## src/rtl/serializer_pkg.sv

```systemverilog
// Shared types and helpers for the parallel-to-serial converter.
package serializer_pkg;

    typedef enum logic {
        ST_IDLE  = 1'b0,
        ST_SHIFT = 1'b1
    } ser_state_e;

    // Number of beats needed to send one word.
    function automatic int beat_count(input int data_w, input int lanes);
        return data_w / lanes;
    endfunction

    // Beat counter width: clog2 of the beat count, never narrower than one bit.
    function automatic int cnt_width(input int n);
        return (n > 2) ? $clog2(n) : 1;
    endfunction

    // Lowest word bit carried on lane 0 for a given beat; lane j carries
    // that bit plus j in both orders, so higher lanes always hold higher bits.
    function automatic int beat_lsb(input int data_w, input int lanes,
                                    input int beat, input bit msb_first);
        if (msb_first)
            return data_w - (beat + 1) * lanes;
        else
            return beat * lanes;
    endfunction

endpackage

```

## src/rtl/ser_hold_buf.sv

```systemverilog
// One-word holding buffer in front of the shift stage. It also produces
// s_ready from a flop and selects between the buffered word and a bypass
// of the incoming word when the shift stage is free.
module ser_hold_buf
    import serializer_pkg::*;
#(
    parameter int DATA_W = 60
) (
    input  logic              clk_25G,
    input  logic              rst_n,
    input  logic              s_valid,
    input  logic [DATA_W-1:0] s_data,
    output logic              s_ready,
    input  logic              load_free,
    output logic              ld_valid,
    output logic [DATA_W-1:0] ld_data
);

    logic              buf_full;
    logic [DATA_W-1:0] buf_q;
    logic              accept;
    logic              full_nxt;

    assign accept   = s_valid && s_ready;
    // The buffered word always goes before a freshly accepted one.
    assign ld_valid = buf_full || accept;
    assign ld_data  = buf_full ? buf_q : s_data;
    // On a free edge the buffer drains (refilled only if a word also
    // arrives); otherwise it fills when a word is accepted.
    assign full_nxt = load_free ? (buf_full && accept) : (buf_full || accept);

    // Full flag and ready flop; ready is precomputed so it never depends on s_valid.
    always_ff @(posedge clk_25G or negedge rst_n) begin
        if (!rst_n) begin
            buf_full <= 1'b0;
            s_ready  <= 1'b1;
        end else begin
            buf_full <= full_nxt;
            s_ready  <= !full_nxt;
        end
    end

    // Capture an accepted word unless it bypasses straight into the shift stage.
    always_ff @(posedge clk_25G) begin
        if (accept && (buf_full || !load_free))
            buf_q <= s_data;
    end

endmodule

```

## src/rtl/par_serializer.sv

```systemverilog
// Parallel-to-serial converter: words arrive over valid/ready and leave
// LANES bits per clock, with a one-word buffer for gapless streaming.
module par_serializer
    import serializer_pkg::*;
#(
    parameter int   DATA_W    = 60,
    parameter int   LANES     = 1,
    parameter bit   MSB_FIRST = 1'b0,
    parameter logic IDLE_BIT  = 1'b0
) (
    input  logic              clk_25G,
    input  logic              rst_n,
    input  logic              s_valid,
    output logic              s_ready,
    input  logic [DATA_W-1:0] s_data,
    output logic [LANES-1:0]  data_serial,
    output logic              serial_valid,
    output logic              frame_start,
    output logic              underflow
);

    localparam int N     = beat_count(DATA_W, LANES);
    localparam int CNT_W = cnt_width(N);
    localparam logic [CNT_W-1:0] CNT_LAST = CNT_W'(N - 1);

    ser_state_e        state;
    logic [CNT_W-1:0]  cnt;
    logic [DATA_W-1:0] shreg;
    logic [LANES-1:0]  beat;
    logic              free;
    logic              ld_valid;
    logic [DATA_W-1:0] ld_data;

    // The shift stage can take a new word when idle or on its last beat.
    assign free = (state == ST_IDLE) || (cnt == CNT_LAST);
    assign beat = LANES'(shreg >> beat_lsb(DATA_W, LANES, int'(cnt), MSB_FIRST));

    ser_hold_buf #(
        .DATA_W (DATA_W)
    ) u_hold_buf (
        .clk_25G   (clk_25G),
        .rst_n     (rst_n),
        .s_valid   (s_valid),
        .s_data    (s_data),
        .s_ready   (s_ready),
        .load_free (free),
        .ld_valid  (ld_valid),
        .ld_data   (ld_data)
    );

    // Load the shift stage on a free edge when a word is available.
    always_ff @(posedge clk_25G) begin
        if (free && ld_valid)
            shreg <= ld_data;
    end

    // FSM, beat counter and registered serial outputs.
    always_ff @(posedge clk_25G or negedge rst_n) begin
        if (!rst_n) begin
            state        <= ST_IDLE;
            cnt          <= '0;
            data_serial  <= {LANES{IDLE_BIT}};
            serial_valid <= 1'b0;
            frame_start  <= 1'b0;
            underflow    <= 1'b0;
        end else begin
            if (free) begin
                state <= ld_valid ? ST_SHIFT : ST_IDLE;
                cnt   <= '0;
            end else begin
                cnt <= cnt + 1'b1;
            end

            if (state == ST_SHIFT) begin
                data_serial  <= beat;
                serial_valid <= 1'b1;
                frame_start  <= (cnt == '0);
            end else begin
                data_serial  <= {LANES{IDLE_BIT}};
                serial_valid <= 1'b0;
                frame_start  <= 1'b0;
            end

            // Idle now while the last registered beat was valid means the
            // previous free edge found no data: pulse together with the drop
            // of serial_valid.
            underflow <= (state == ST_IDLE) && serial_valid;
        end
    end

endmodule

```

## config.mk

```make
export PLATFORM = sky130hd
export DESIGN_NAME = par_serializer
export DESIGN_NICKNAME = d
export VERILOG_FILES = /design/src/rtl/serializer_pkg.sv /design/src/rtl/ser_hold_buf.sv /design/src/rtl/par_serializer.sv
export SDC_FILE = /design/constraint.sdc
export NUM_CORES = 1
export LEC_CHECK = 0
export CAP_MARGIN = 20
export CORE_MARGIN = 4
export CORE_UTILIZATION = 56
export DETAILED_ROUTE_END_ITERATION = 16
export GPL_ROUTABILITY_DRIVEN = 0
export PLACE_DENSITY = 0.8
export SLEW_MARGIN = 20
export SYNTH_ARGS = -nofsm -noshare
export SYNTH_HDL_FRONTEND = slang
export SYNTH_HIERARCHICAL = 1
export SYNTH_SLANG_ARGS = --single-unit
```

## constraint.sdc

```tcl
create_clock -name clk_25G -period 8.7 [get_ports clk_25G]
set_input_delay 0.87 -clock clk_25G [delete_from_list [all_inputs] [get_ports clk_25G]]
set_output_delay 0.87 -clock clk_25G [all_outputs]
set_load 0.02 [all_outputs]
```

==> metrics <==
status=complete, no violations; Vias=2659; Setup Buffers After CTS=0; antenna-violating nets left=0; clock latency at the later pin of the worst-skew pair=0.52 ns; Clock Path Buffers=2; Setup Skew=0.00686 ns; Die W=109 um; vias in the first global route=2811; PD cells=214 nW/um^2; Ports=68; startpoint types=register; first-pass GRT wire length=14300 um; most frequent cells in the layout=120 x edfxtp_1, 67 x clkdlybuf4s50_1, 59 x mux2_4, 19 x clkbuf_16, 13 x mux4_1; nets@finish=417; leading cell type in the layout, fill and taps excluded=edfxtp_1; r2r setup slk=5.04 ns; Iteration-0 DRC Markers=162; synthesized instance count=277; hold path depth=1; CP bufs+invs=1; number of fillers in the final layout=613; Max rail drop VDD=0.000150 V; P&R area growth vs syn=24.0%; initial antenna violation count=0; # diodes=0; hold endpoint=underflow; Peak Freq=0.273 GHz; Total Routing Usage GR=16.9%; max_slew headroom=38.5%; reg-to-reg endpoint=shreg[48]; Mapped Area=5670 sq um; die area=11800 sq um; final std cells w/o fill=498; Cell variety after synth=36; share of cells above drive strength 1=27.9%; LEAKAGE=2.64 nW; crit end category=register; Total Neg Setup Slack=0 ns; CP Data Required Time=8.86 ns; clock root buffer master=clkbuf_8; post-cts resize count=0; # rows=36; dpl cells=465; crit-path max FO=36; Worst-path clk slew=0.06 ns; register area share after synthesis=69.3%; max cap viols=0; Syn. warnings=6; final wirelength=9310 um; Top Family by Delay on Critical Path=flip-flops; CTS tree=done; Seq cells post-synth=133; final hold vios=0; cts hold-fix bufs=0; synthesized area per cell=20.5 sq um; Worst R2R Start=cnt[0]; TritonCTS Buffers=17; grt ovf=0; PortBufs=67; hold crit path type=register to register; worst slew pin tran=0.923 ns; Core Area=9820 sq um; critical path, cell by cell=ha_1 > nand4_1 > o21ai_1 > and2_2 > buf_4; Worst path max stage delay=0.95 ns; critical path type=register to register; WL/cell=18.7 um; RSZ-0062 raised after global routing=false; Slew Viols, Final=0; H-tree depth=4; worst r2r path cells=5; Critical Path AT=3.82 ns; vias per cell=5.34; hold path start=serial_valid; fin crit period=3.66 ns; DRC Markers=0; die height=109 um; Sink Count=133; fin crit share=42.1%; Synth Net Count=342; final HPWL from detailed placement=5900 um; pin count of the biggest net entering global routing=63; final setup vio count=0; Crit-path slowest cell=dfrtp_1; Pre-antenna DRT Iters=5; initial core utilization=57.8%
-- worst reg2reg max path, delay by kind of cell (launching register included) --
kind / cells / cell delay, ns
and+or+nand+nor: 2 / 0.79
AOI/OAI and AO/OA: 1 / 0.70
DFF: 1 / 0.95
buffers and inverters: 1 / 0.51
adders and majority gates: 1 / 0.34
-- flip-flops by register name, indices dropped and copies added, names as in the netlist --
name / count
u_hold_buf/buf_full: 1
shreg: 60
frame_start: 1
state: 1
serial_valid: 1
u_hold_buf/s_ready: 1
u_hold_buf/buf_q: 60
underflow: 1
cnt: 6
data_serial: 1
-- how the worst max path moves through the flow --
stage	start	slack, ns	to	cells after the start
finish	cnt[0]	5.04	shreg[48]	5
floorplan	s_valid	4.32	u_hold_buf/buf_q[0]	2
detailed placement	cnt[0]	5.06	shreg[54]	5
global route	cnt[0]	4.77	shreg[58]	5
global placement	cnt[0]	5.21	shreg[49]	5
CTS	cnt[0]	5.05	shreg[58]	5
-- cells in the mapped netlist --
master    count  share of area [%]
edfxtp_1    120                 64
mux2_4       59                 16
mux4_1       13                6.0
dfrtp_1      12                5.3
buf_6         8                1.6
nand2_1       8               0.53
nor2_1        7               0.46
inv_1         4               0.26
nand3_1       4               0.35
a22oi_1       3               0.40
a31oi_1       3               0.33
nor2b_1       3               0.33
a21oi_1       2               0.18
and2_1        2               0.22
buf_2         2               0.18
clkbuf_1      2               0.13
ha_1          2               0.44
mux4_2        2               0.79
nand2b_1      2               0.22
nand4_1       2               0.22
xor2_1        2               0.31
a22o_1        1               0.15
a22oi_2       1               0.22
buf_1         1              0.066
buf_12        1               0.35
dfstp_2       1               0.46
inv_2         1              0.066
maj3_1        1               0.18
maj3_2        1               0.20
mux2_2        1               0.20
nand3b_1      1               0.13
nand4b_1      1               0.15
o21ai_0       1              0.088
o21ai_1       1              0.088
or3_1         1               0.11
xnor2_1       1               0.15
-- metrics by stage --
stage | utilization (%) | setup WS [ns] | total power [mW] | hold slack, ns | area [sq um]
floorplan | - | 4.32 | 0.791 | 0.411 | 5670
global placement | 65.3 | 5.21 | 0.829 | 0.469 | 6410
detailed placement | 65.3 | 5.06 | 0.832 | 0.486 | 6410
CTS | 71.4 | 5.05 | 1.52 | 0.501 | 7010
global route | 71.6 | 4.77 | 1.55 | 0.535 | 7030
finish | 71.6 | 5.04 | 1.50 | 0.503 | 7030
-- where the power goes --
group | internal [mW] | leakage, nW | switching [mW] | total (mW)
Clock | 0.438 | 0.292 | 0.245 | 0.684
Sequential | 0.713 | 1.23 | 0.00784 | 0.721
Combinational | 0.0654 | 1.12 | 0.0326 | 0.0980
-- area by class of cell --
class	count	area, sq um	share of cell area [%]
Sequential cell	133	3930	55.9
Timing Repair Buffer	70	713	10.1
Tap cell	133	166	2.37
Multi-Input combinational cell	125	1610	22.8
Inverter	5	18.8	0.267
Clock buffer	27	566	8.04
Clock inverter	5	30.0	0.427
-- cells by family (layout without fill, tap and decap cells) --
logic type / count (synthesis) / in the layout / synth area share (%)
AND/OR/NAND/NOR: 31 / 31 / 2.73
buffers and inverters: 19 / 107 / 2.65
AO/OA/AOI/OAI: 12 / 12 / 1.46
multiplexers: 75 / 75 / 22.6
adder cells (fa/ha/maj): 4 / 4 / 0.816
XOR/XNOR: 3 / 3 / 0.463
flip-flops: 133 / 133 / 69.3
-- metal layers --
layer / part of all wire [%] / track usage [%]
met1: 41 / 19.7
met2: 53 / 29.0
met3: 4.4 / 5.45
met4: 1.8 / 7.03
met5: 0 / 0
No activity file was read; power rests on OpenSTA's default activity.
